$ cat config.mk
export PLATFORM = sky130hd
export DESIGN_NAME = alu_arbiter
export DESIGN_NICKNAME = d
export VERILOG_FILES = /design/src/rtl/alu_ctrl_pkg.sv /design/src/rtl/alu.sv /design/src/rtl/rr_arbiter2.sv /design/src/rtl/alu_arbiter.sv
export SDC_FILE = /design/constraint.sdc
export NUM_CORES = 1
export LEC_CHECK = 0
export CAP_MARGIN = 30
export CORE_MARGIN = 2
export CORE_UTILIZATION = 45
export CTS_BUF_LIST = sky130_fd_sc_hd__clkbuf_4 sky130_fd_sc_hd__clkbuf_8 sky130_fd_sc_hd__clkbuf_16
export CTS_CLUSTER_SIZE = 20
export DETAILED_ROUTE_END_ITERATION = 8
export GPL_TIMING_DRIVEN = 1
export PLACE_DENSITY = 0.74
export REMOVE_ABC_BUFFERS = 1
export SLEW_MARGIN = 20
export SYNTH_ARGS = -nofsm -noshare
export SYNTH_HDL_FRONTEND = slang
export SYNTH_HIERARCHICAL = 1
export SYNTH_SLANG_ARGS = --single-unit
$ cat constraint.sdc
create_clock -name clk -period 3.5 [get_ports clk]
set_input_delay 0.35 -clock clk [delete_from_list [all_inputs] [get_ports clk]]
set_output_delay 0.35 -clock clk [all_outputs]
set_load 0.005 [all_outputs]
$ cat src/rtl/alu_ctrl_pkg.sv
// Shared types and constants for the ALU arbiter slice.
// Op codes, FSM states and flag bit positions.
package alu_ctrl_pkg;

  localparam logic [2:0] OP_ADD = 3'd0;
  localparam logic [2:0] OP_SUB = 3'd1;
  localparam logic [2:0] OP_AND = 3'd2;
  localparam logic [2:0] OP_OR  = 3'd3;
  localparam logic [2:0] OP_XOR = 3'd4;

  localparam int FLAG_N = 3;
  localparam int FLAG_Z = 2;
  localparam int FLAG_C = 1;
  localparam int FLAG_V = 0;

  typedef enum logic [1:0] {
    S_IDLE = 2'd0,
    S_EXEC = 2'd1,
    S_RESP = 2'd2
  } state_t;

  function automatic logic op_legal(
    input logic [2:0] op,
    input int         num_ops
  );
    return int'(op) < num_ops;
  endfunction

endpackage

$ cat src/rtl/alu.sv
// Combinational ALU: add, sub, and, or, xor.
// Flags {N,Z,C,V}; C on sub means no borrow.
module alu
  import alu_ctrl_pkg::*;
#(
  parameter int WIDTH = 5
) (
  input  logic [WIDTH-1:0] a,
  input  logic [WIDTH-1:0] b,
  input  logic [2:0]       alu_control,
  output logic [WIDTH-1:0] result,
  output logic [3:0]       alu_flags
);

  logic             sub;
  logic             arith;
  logic [WIDTH-1:0] bx;
  logic [WIDTH:0]   sum;

  always_comb begin
    sub   = (alu_control == OP_SUB);
    arith = (alu_control == OP_ADD) || sub;
    bx    = sub ? ~b : b;
    sum   = {1'b0, a} + {1'b0, bx} + {{WIDTH{1'b0}}, sub};
    result = '0;
    unique case (alu_control)
      OP_ADD, OP_SUB: result = sum[WIDTH-1:0];
      OP_AND:         result = a & b;
      OP_OR:          result = a | b;
      OP_XOR:         result = a ^ b;
      default:        result = '0;
    endcase
    alu_flags         = 4'b0000;
    alu_flags[FLAG_N] = result[WIDTH-1];
    alu_flags[FLAG_Z] = ~|result;
    alu_flags[FLAG_C] = arith & sum[WIDTH];
    alu_flags[FLAG_V] = arith & (a[WIDTH-1] == bx[WIDTH-1])
                      & (sum[WIDTH-1] != a[WIDTH-1]);
  end

endmodule

$ cat src/rtl/rr_arbiter2.sv
// Two-way round-robin grant.
// Pointer names the favoured requester; moves only on accept.
module rr_arbiter2 (
  input  logic       clk,
  input  logic       rst_n,
  input  logic [1:0] valid,
  input  logic       accept,
  output logic [1:0] grant,
  output logic       rr_ptr
);

  always_comb begin
    grant = 2'b00;
    unique case (1'b1)
      (valid == 2'b11): grant = rr_ptr ? 2'b10 : 2'b01;
      (valid == 2'b01): grant = 2'b01;
      (valid == 2'b10): grant = 2'b10;
      default:          grant = 2'b00;
    endcase
  end

  always_ff @(posedge clk or negedge rst_n) begin
    if (!rst_n) begin
      rr_ptr <= 1'b0;
    end else if (accept) begin
      rr_ptr <= ~grant[1];
    end
  end

endmodule

$ cat src/rtl/alu_arbiter.sv
// Shares one ALU between two requesters, round-robin.
// One op in flight: IDLE accept, EXEC capture, RESP drain.
module alu_arbiter
  import alu_ctrl_pkg::*;
#(
  parameter int WIDTH   = 5,
  parameter int NUM_OPS = 5
) (
  input  logic             clk,
  input  logic             rst_n,
  input  logic             req0_valid,
  output logic             req0_ready,
  input  logic [WIDTH-1:0] req0_a,
  input  logic [WIDTH-1:0] req0_b,
  input  logic [2:0]       req0_op,
  input  logic             req1_valid,
  output logic             req1_ready,
  input  logic [WIDTH-1:0] req1_a,
  input  logic [WIDTH-1:0] req1_b,
  input  logic [2:0]       req1_op,
  output logic             rsp0_valid,
  input  logic             rsp0_ready,
  output logic [WIDTH-1:0] rsp0_result,
  output logic [3:0]       rsp0_flags,
  output logic             rsp0_err,
  output logic             rsp1_valid,
  input  logic             rsp1_ready,
  output logic [WIDTH-1:0] rsp1_result,
  output logic [3:0]       rsp1_flags,
  output logic             rsp1_err,
  output logic             busy
);

  state_t           state_q;
  state_t           state_d;
  logic [1:0]       grant;
  logic             rr_ptr;
  logic             idle;
  logic             accept;
  logic             rsp_fire;
  logic             legal;
  logic             owner_q;
  logic [WIDTH-1:0] a_q;
  logic [WIDTH-1:0] b_q;
  logic [2:0]       op_q;
  logic [WIDTH-1:0] alu_res;
  logic [3:0]       alu_flg;
  logic [1:0]       rsp_rdy;
  logic [1:0]       vld_q;
  logic [WIDTH-1:0] res_q [2];
  logic [3:0]       flg_q [2];
  logic [1:0]       err_q;

  assign idle    = (state_q == S_IDLE);
  assign accept  = idle & (|grant);
  assign rsp_rdy = {rsp1_ready, rsp0_ready};
  assign rsp_fire = (state_q == S_RESP) & rsp_rdy[owner_q];
  assign legal   = op_legal(op_q, NUM_OPS);

  // Ready is masked by reset so it drops the moment rst_n falls.
  assign req0_ready = rst_n & idle & grant[0];
  assign req1_ready = rst_n & idle & grant[1];
  assign busy       = ~idle;

  rr_arbiter2 u_arb (
    .clk    (clk),
    .rst_n  (rst_n),
    .valid  ({req1_valid, req0_valid}),
    .accept (accept),
    .grant  (grant),
    .rr_ptr (rr_ptr)
  );

  alu #(
    .WIDTH(WIDTH)
  ) u_alu (
    .a           (a_q),
    .b           (b_q),
    .alu_control (op_q),
    .result      (alu_res),
    .alu_flags   (alu_flg)
  );

  always_comb begin
    state_d = state_q;
    unique case (state_q)
      S_IDLE:  if (accept) state_d = S_EXEC;
      S_EXEC:  state_d = S_RESP;
      S_RESP:  if (rsp_fire) state_d = S_IDLE;
      default: state_d = S_IDLE;
    endcase
  end

  always_ff @(posedge clk or negedge rst_n) begin
    if (!rst_n) begin
      state_q <= S_IDLE;
    end else begin
      state_q <= state_d;
    end
  end

  always_ff @(posedge clk or negedge rst_n) begin
    if (!rst_n) begin
      owner_q <= 1'b0;
      a_q     <= '0;
      b_q     <= '0;
      op_q    <= '0;
    end else if (accept) begin
      owner_q <= grant[1];
      a_q     <= grant[1] ? req1_a  : req0_a;
      b_q     <= grant[1] ? req1_b  : req0_b;
      op_q    <= grant[1] ? req1_op : req0_op;
    end
  end

  always_ff @(posedge clk or negedge rst_n) begin
    if (!rst_n) begin
      vld_q    <= 2'b00;
      res_q[0] <= '0;
      res_q[1] <= '0;
      flg_q[0] <= '0;
      flg_q[1] <= '0;
      err_q    <= 2'b00;
    end else begin
      if (state_q == S_EXEC) begin
        vld_q[owner_q] <= 1'b1;
        res_q[owner_q] <= legal ? alu_res : '0;
        flg_q[owner_q] <= legal ? alu_flg : 4'b0000;
        err_q[owner_q] <= ~legal;
      end
      if (rsp_fire) begin
        vld_q[owner_q] <= 1'b0;
      end
    end
  end

  assign rsp0_valid  = vld_q[0];
  assign rsp0_result = res_q[0];
  assign rsp0_flags  = flg_q[0];
  assign rsp0_err    = err_q[0];
  assign rsp1_valid  = vld_q[1];
  assign rsp1_result = res_q[1];
  assign rsp1_flags  = flg_q[1];
  assign rsp1_err    = err_q[1];

endmodule

Word level (Yosys, flattened, before mapping)
Cells that the tools add are included.
Cells by class
  $add $sub $neg: 2
  order comparisons: 5
  reductions and logical operators: 10
  muxes and demuxes: 25
  bitwise operators: 19
  equality and inequality tests: 13
Operator list (number)
  $mux 5: 5
  $pmux 5 s4: 1
  $pmux 2 s3: 2
  $bwmux 10: 1
  $mux 2: 5
  $and 1x1->1: 8
  $bwmux 8: 1
  $mux 4: 2
  $add 5x5->6: 1
  $add 6x1->6: 1
  $eq 2x2->1 const B: 3
  $eq 3x2->1 const B: 2
  $and 5x5->5: 1
  $demux 5 s1: 1
  $not 5->5: 1
  $or 5x5->5: 1
  $reduce_or 5->1: 1
  $xor 5x5->5: 1
  $demux 4 s1: 1
  $eq 2x1->1 const B: 2
  $reduce_or 2->1: 2
  $eq 3x1->1 const B: 1
  $eq 3x3->1 const B: 1
  $logic_not 3->1: 1
  23 further kinds: 28
Storage, ports and cells
  flip-flop bits (word level): 39
  output and inout bits: 25
  input bits: 32

Depth between registers and ports, before layout
  word-level depth: 9
  gate-level depth with buffers: 12
  mapped depth without buffers: 10

By module
Netlist, hierarchy kept.
By module, submodules not included
  alu_arbiter: sequential area each 950.9 sq um, cells each 117, area an instance 1615.3 sq um, instances 1
  alu: sequential area each 0.0 sq um, cells each 83, area an instance 624.3 sq um, instances 1
  rr_arbiter2: sequential area each 25.0 sq um, cells each 6, area an instance 56.3 sq um, instances 1

Worst setup path before layout
No wires, ideal clock.
  path type: reg-to-reg
  from: register op_q[1]
  to: register res_q (netlist bit rsp1_result[4])
  buffers on the path: 3
  setup time: 0.121 ns
  cell stages (with the launch flop): 13
  clock period less this slack: 2.787 ns
  data arrival time: 2.666 ns
  slack: 0.713 ns
  cells stage by stage: dfrtp_1 -> buf_6 -> or3b_1 -> buf_6 -> xnor2_1 -> inv_1 -> fa_1 -> nand2b_1 -> a21oi_1 -> xor2_1 -> a21o_1 -> buf_4 -> a22o_1
On the way
  cells in the longest elaborated chain, start to end: 7
  elaborated cells on any way between the ends: 13
RTL lines
  start, declared: line alu_arbiter.sv:45  | logic [2:0] op_q;
  start signal, assigned: line alu_arbiter.sv:112  | op_q <= grant[1] ? req1_op : req0_op;
  $eq 3x1->1: line alu.sv:21, alu.sv:26
  $mux 5: line alu.sv:23  | bx = sub ? ~b : b;
  $add 5x5->6: line alu.sv:24  | sum = {1'b0, a} + {1'b0, bx} + {{WIDTH{1'b0}}, sub};
  $add 6x1->6: line alu.sv:24
  $pmux 5 s4 (*): line alu.sv:26  | unique case (alu_control)
  net alu_flg[3]: line alu_arbiter.sv:47  | logic [3:0] alu_flg;
  $mux 5 (*): line alu_arbiter.sv:127  | res_q[owner_q] <= legal ? alu_res : '0;
  $bwmux 10 (*): line alu_arbiter.sv:127
  end signal, assigned by index: line alu_arbiter.sv:127
  end, declared: line alu_arbiter.sv:50  | logic [WIDTH-1:0] res_q [2];
The timed path passes the listed nets; every way through them passes the cells marked *.
A chain may end at the register's enable or synchronous reset.

Worst setup path in the final report
  from: register op_q[2]
  to: register flg_q (netlist bit rsp1_flags[2])
On the way
  cells in the longest elaborated chain, start to end: 9
  elaborated cells on any way between the ends: 15
RTL lines
  $eq 3x1->1: line alu.sv:21, alu.sv:26
  $mux 5: line alu.sv:23
  $add 5x5->6: line alu.sv:24
  $add 6x1->6: line alu.sv:24
  $pmux 5 s4 (*): line alu.sv:26
  net alu_flg[3]: line alu_arbiter.sv:47
  $reduce_or 5->1 (*): line alu.sv:35  | alu_flags[FLAG_Z] = ~|result;
  $logic_not 1->1 (*): line alu.sv:35
  net alu_flg[2]: line alu_arbiter.sv:47
  $mux 4 (*): line alu_arbiter.sv:128  | flg_q[owner_q] <= legal ? alu_flg : 4'b0000;
  $bwmux 8 (*): line alu_arbiter.sv:128
  end signal, assigned by index: line alu_arbiter.sv:128
  end, declared: line alu_arbiter.sv:51  | logic [3:0] flg_q [2];
Marks and branches as above.

==> results by group <==
Status
  • Status: finished clean

Synthesis
  • Post-Syn Instances: a little over 200
  • Sequential fraction of the synthesis area: a little over two fifths
  • Count leader, synth: dfrtp_1
  • Commonest cells post-synth: dfrtp_1, mux2_2, a22o_1
  • Synth Register Bits: 39
  • Dominant cells by area after synthesis: dfrtp_1, mux2_2, a22o_1
  • Syn Area/Cell: approximately 11 um2
  • Main synth FF type: dfrtp_1
  • Async SR Flop Fraction: between 90% and 100%
  • Post-synth top area share: about 43%
  • Synth unique cells: between 40 and 50
  • Ys Warns: 6
  • Post-synth top area cell: dfrtp_1
  • Number of synthesized flops with an enable pin: 0
  • Synthesized area: between 0.002 and 0.0025 mm2

Clocking
  • CTS tree: done
  • CTS resizes: 0
  • Clk sinks: 39
  • Setup repair bufs after CTS: 0
  • Clock slew at reported path FFs: roughly 0.08 ns
  • Clock Path Buffers: 2
  • Hold-fix buffers, CTS: 0
  • TritonCTS buffer count: 5
  • Depth of the CTS H-tree: 2
  • Worst skew pair latency: roughly 0.30 ns
  • CTS root buf: clkbuf_8

Worst setup path
  • Worst Setup Path Type: register to register
  • Crit end category: register
  • CP Max Fanout: 14
  • Critical path, cell by cell: or3b_1, xnor2_1, inv_1, fa_1, nand2b_1, a21oi_1, xor2_1, a21o_1, nor3b_2, a22o_1
  • Crit-path max cell delay: 0.57 ns
  • Startpoint types: register
  • Critical path's slowest cell: or3b_1
  • CP arrival: 3.23 ns
  • Worst path required time: around 3.7 ns

Power and ir drop
  • Gate power share: between 50% and 60%
  • Clk pwr share: 13.6%
  • VDD IR-drop max: about 420 uV
  • Switching share of power: between 30% and 40%
  • Pwr per Cell Area: 953 mW/mm2
  • Internal power: around 0.0017 W
  • Sw power: around 0.0011 W
  • P_leak: 1.32 nW
  • Sequential power share: a little under a third

Detailed routing
  • DR vias: ~1,700
  • Post-route ant nets: 0
  • WL/cell: approximately 14 um
  • DR DRC count: 0
  • Drt first-iter violations: between 60 and 70
  • Drt pass-1 iters: 4
  • Post-DR vias/cell: between 5 and 6
  • Final WL: roughly 4.6 mm

GRT
  • GRT overflow: 0
  • Largest net degree at the start of global routing: 40
  • First-pass GRT wire length: between 7 and 8 mm
  • Vias in the first global route: 1,632
  • Gr usage total: 18.2%
  • Initial antenna violation count: 0

Floorplanning
  • Ports: 57
  • Row cnt: 25
  • CORE AREA: slightly below 0.005 mm2
  • Die W: about 75 um
  • Vert. Die Dim: 75.4 um
  • Initial Utilization: 47.7%
  • Die Area: 0.00569 mm2

STA
  • Worst hold margin: approximately 0.13 ns
  • Fin. Hold Viols: 0
  • Worst slew pin tran: between 0.6 and 0.7 ns
  • Max_slew headroom: 54.6%
  • Fin crit period: 3.05 ns
  • RSZ-0062 raised after global routing: false
  • Clock skew: between 0.006 and 0.007 ns
  • Final TNS setup: 0 ns
  • Slew Viols, Final: 0
  • Setup WS post-layout: 0.451 ns
  • Tcrit/Tclk final: between 80% and 90%
  • Fmax: 328 MHz
  • # setup viols final: 0

Finish
  • Share of cells above drive strength 1: 15.7%
  • Ant. Diodes: 0
  • Final cell count without fillers: ~330
  • Synth-to-layout area growth: 30.0%
  • Fin nets: 307
  • Design area: 0.00298 mm2

Place
  • # placed instances: 320
  • Port Buffer Count: 56
  • Final Wtd Congestion: a little over 0.9
  • Area after DPL: around 0.0029 mm2
  • DP HPWL: approximately 3.5 mm
  • Pre-CTS WS: ~0.48 ns

Worst hold path
  • Worst hold path type: primary input to async pin

Flow run
  • MaxCap Viol Count: 0
==> routing by layer <==
layer  routed length (um)  up-vias  share of wire [%]  global-route usage [%]
li1                     -      858                  -                       -
met1                 2050      836                 44                    22.7
met2                 2340       40                 50                    31.5
met3                  179        8                3.9                    3.57
met4                   76        0                1.6                    6.43
met5                    0        -                  0                       0
==> area by class of cell <==
type / instances / area, um2
clock inverter: 2 / 35.0
multi-input combinational: 140 / 1180
fill: 420 / 1830
tap: 67 / 83.8
inverter: 16 / 60.1
clock buffer: 6 / 82.6
timing repair buffer: 58 / 571
sequential: 39 / 976
==> through the flow <==
step                total power [W]  utilization, %
CTS                         0.00285            61.9
global placement            0.00240            59.5
detailed placement          0.00246            59.5
floorplan                   0.00192               -
finish                      0.00284            61.9
global route                0.00309            61.9
==> path summary, 6_finish.rpt <==
check	startpoint	end	slack (ns)	cells past startpoint
min in group clk	err_q[0]	err_q[0]	0.50	2
setup / recovery	op_q[2]	rsp1_flags[2]	0.45	10
hold reg to reg	err_q[0]	err_q[0]	0.50	2
setup reg to reg	op_q[2]	rsp1_flags[2]	0.45	10
max in group asynchronous	rst_n	rsp0_flags[1]	3.04	2
hold / removal	rst_n	a_q[2]	0.13	2
==> state kept, by name, indices dropped and copies added (netlist names), named ones only <==
| name | flops |
|---|---|
| u_arb/rr_ptr | 1 |
| state_q | 2 |
| rsp0_flags | 4 |
| owner_q | 1 |
| rsp1_result | 5 |
| rsp0_result | 5 |
| b_q | 5 |
| a_q | 5 |
| op_q | 3 |
| rsp1_flags | 4 |
| err_q | 2 |
==> worst max-delay path, delay by kind of cell, from the launching register on <==
family	cells	cell delay, ns
buffers and inverters	1	0.09
AOI/OAI and AO/OA	3	0.65
adders and majority gates	1	0.44
xor gates and xnor gates	2	0.43
and+or+nand+nor	3	0.80
DFF	1	0.52
==> kinds of logic (layout without fill, tap and decap cells) <==
kind of cell | after synthesis | in the layout | share of synthesized area (%)
buffers and inverters | 27 | 82 | 6.27
adder cells (fa/ha/maj) | 15 | 15 | 8.50
AO/OA/AOI/OAI | 52 | 52 | 17.3
XOR/XNOR | 7 | 7 | 2.67
flip-flops | 39 | 39 | 42.5
multiplexers | 26 | 26 | 12.8
AND/OR/NAND/NOR | 40 | 40 | 9.97
==> layout by cell type (no fill, tap or decap), types with 2 or more instances in the layout <==
master           instances
nor2b_1                  2
clkdlybuf4s50_1         55
nor4_1                   2
a31oi_1                  2
or3b_1                   2
o21ai_0                  7
and3_1                   2
mux2_2                  24
ha_1                    14
nor2_1                  10
nand2b_1                 4
a22oi_1                  2
dfrtp_1                 39
nor3_1                   3
clkbuf_8                 6
nand2_1                  8
o22ai_1                  2
a22o_1                  20
mux2_1                   2
o21a_1                   2
a21oi_1                  5
a211o_1                  2
inv_1                   16
xnor2_1                  6
buf_4                    2
==> power groups by stage <==
stage          sequential [W]  combinational [W]  clock, W
5_1_grt              0.000888            0.00179  0.000409
4_1_cts              0.000857            0.00161  0.000392
3_3_place_gp         0.000863            0.00153         0
3_5_place_dp         0.000867            0.00159         0
2_1_floorplan        0.000835            0.00108         0
6_report             0.000857            0.00160  0.000386
Power figures use the tool's default switching activity.
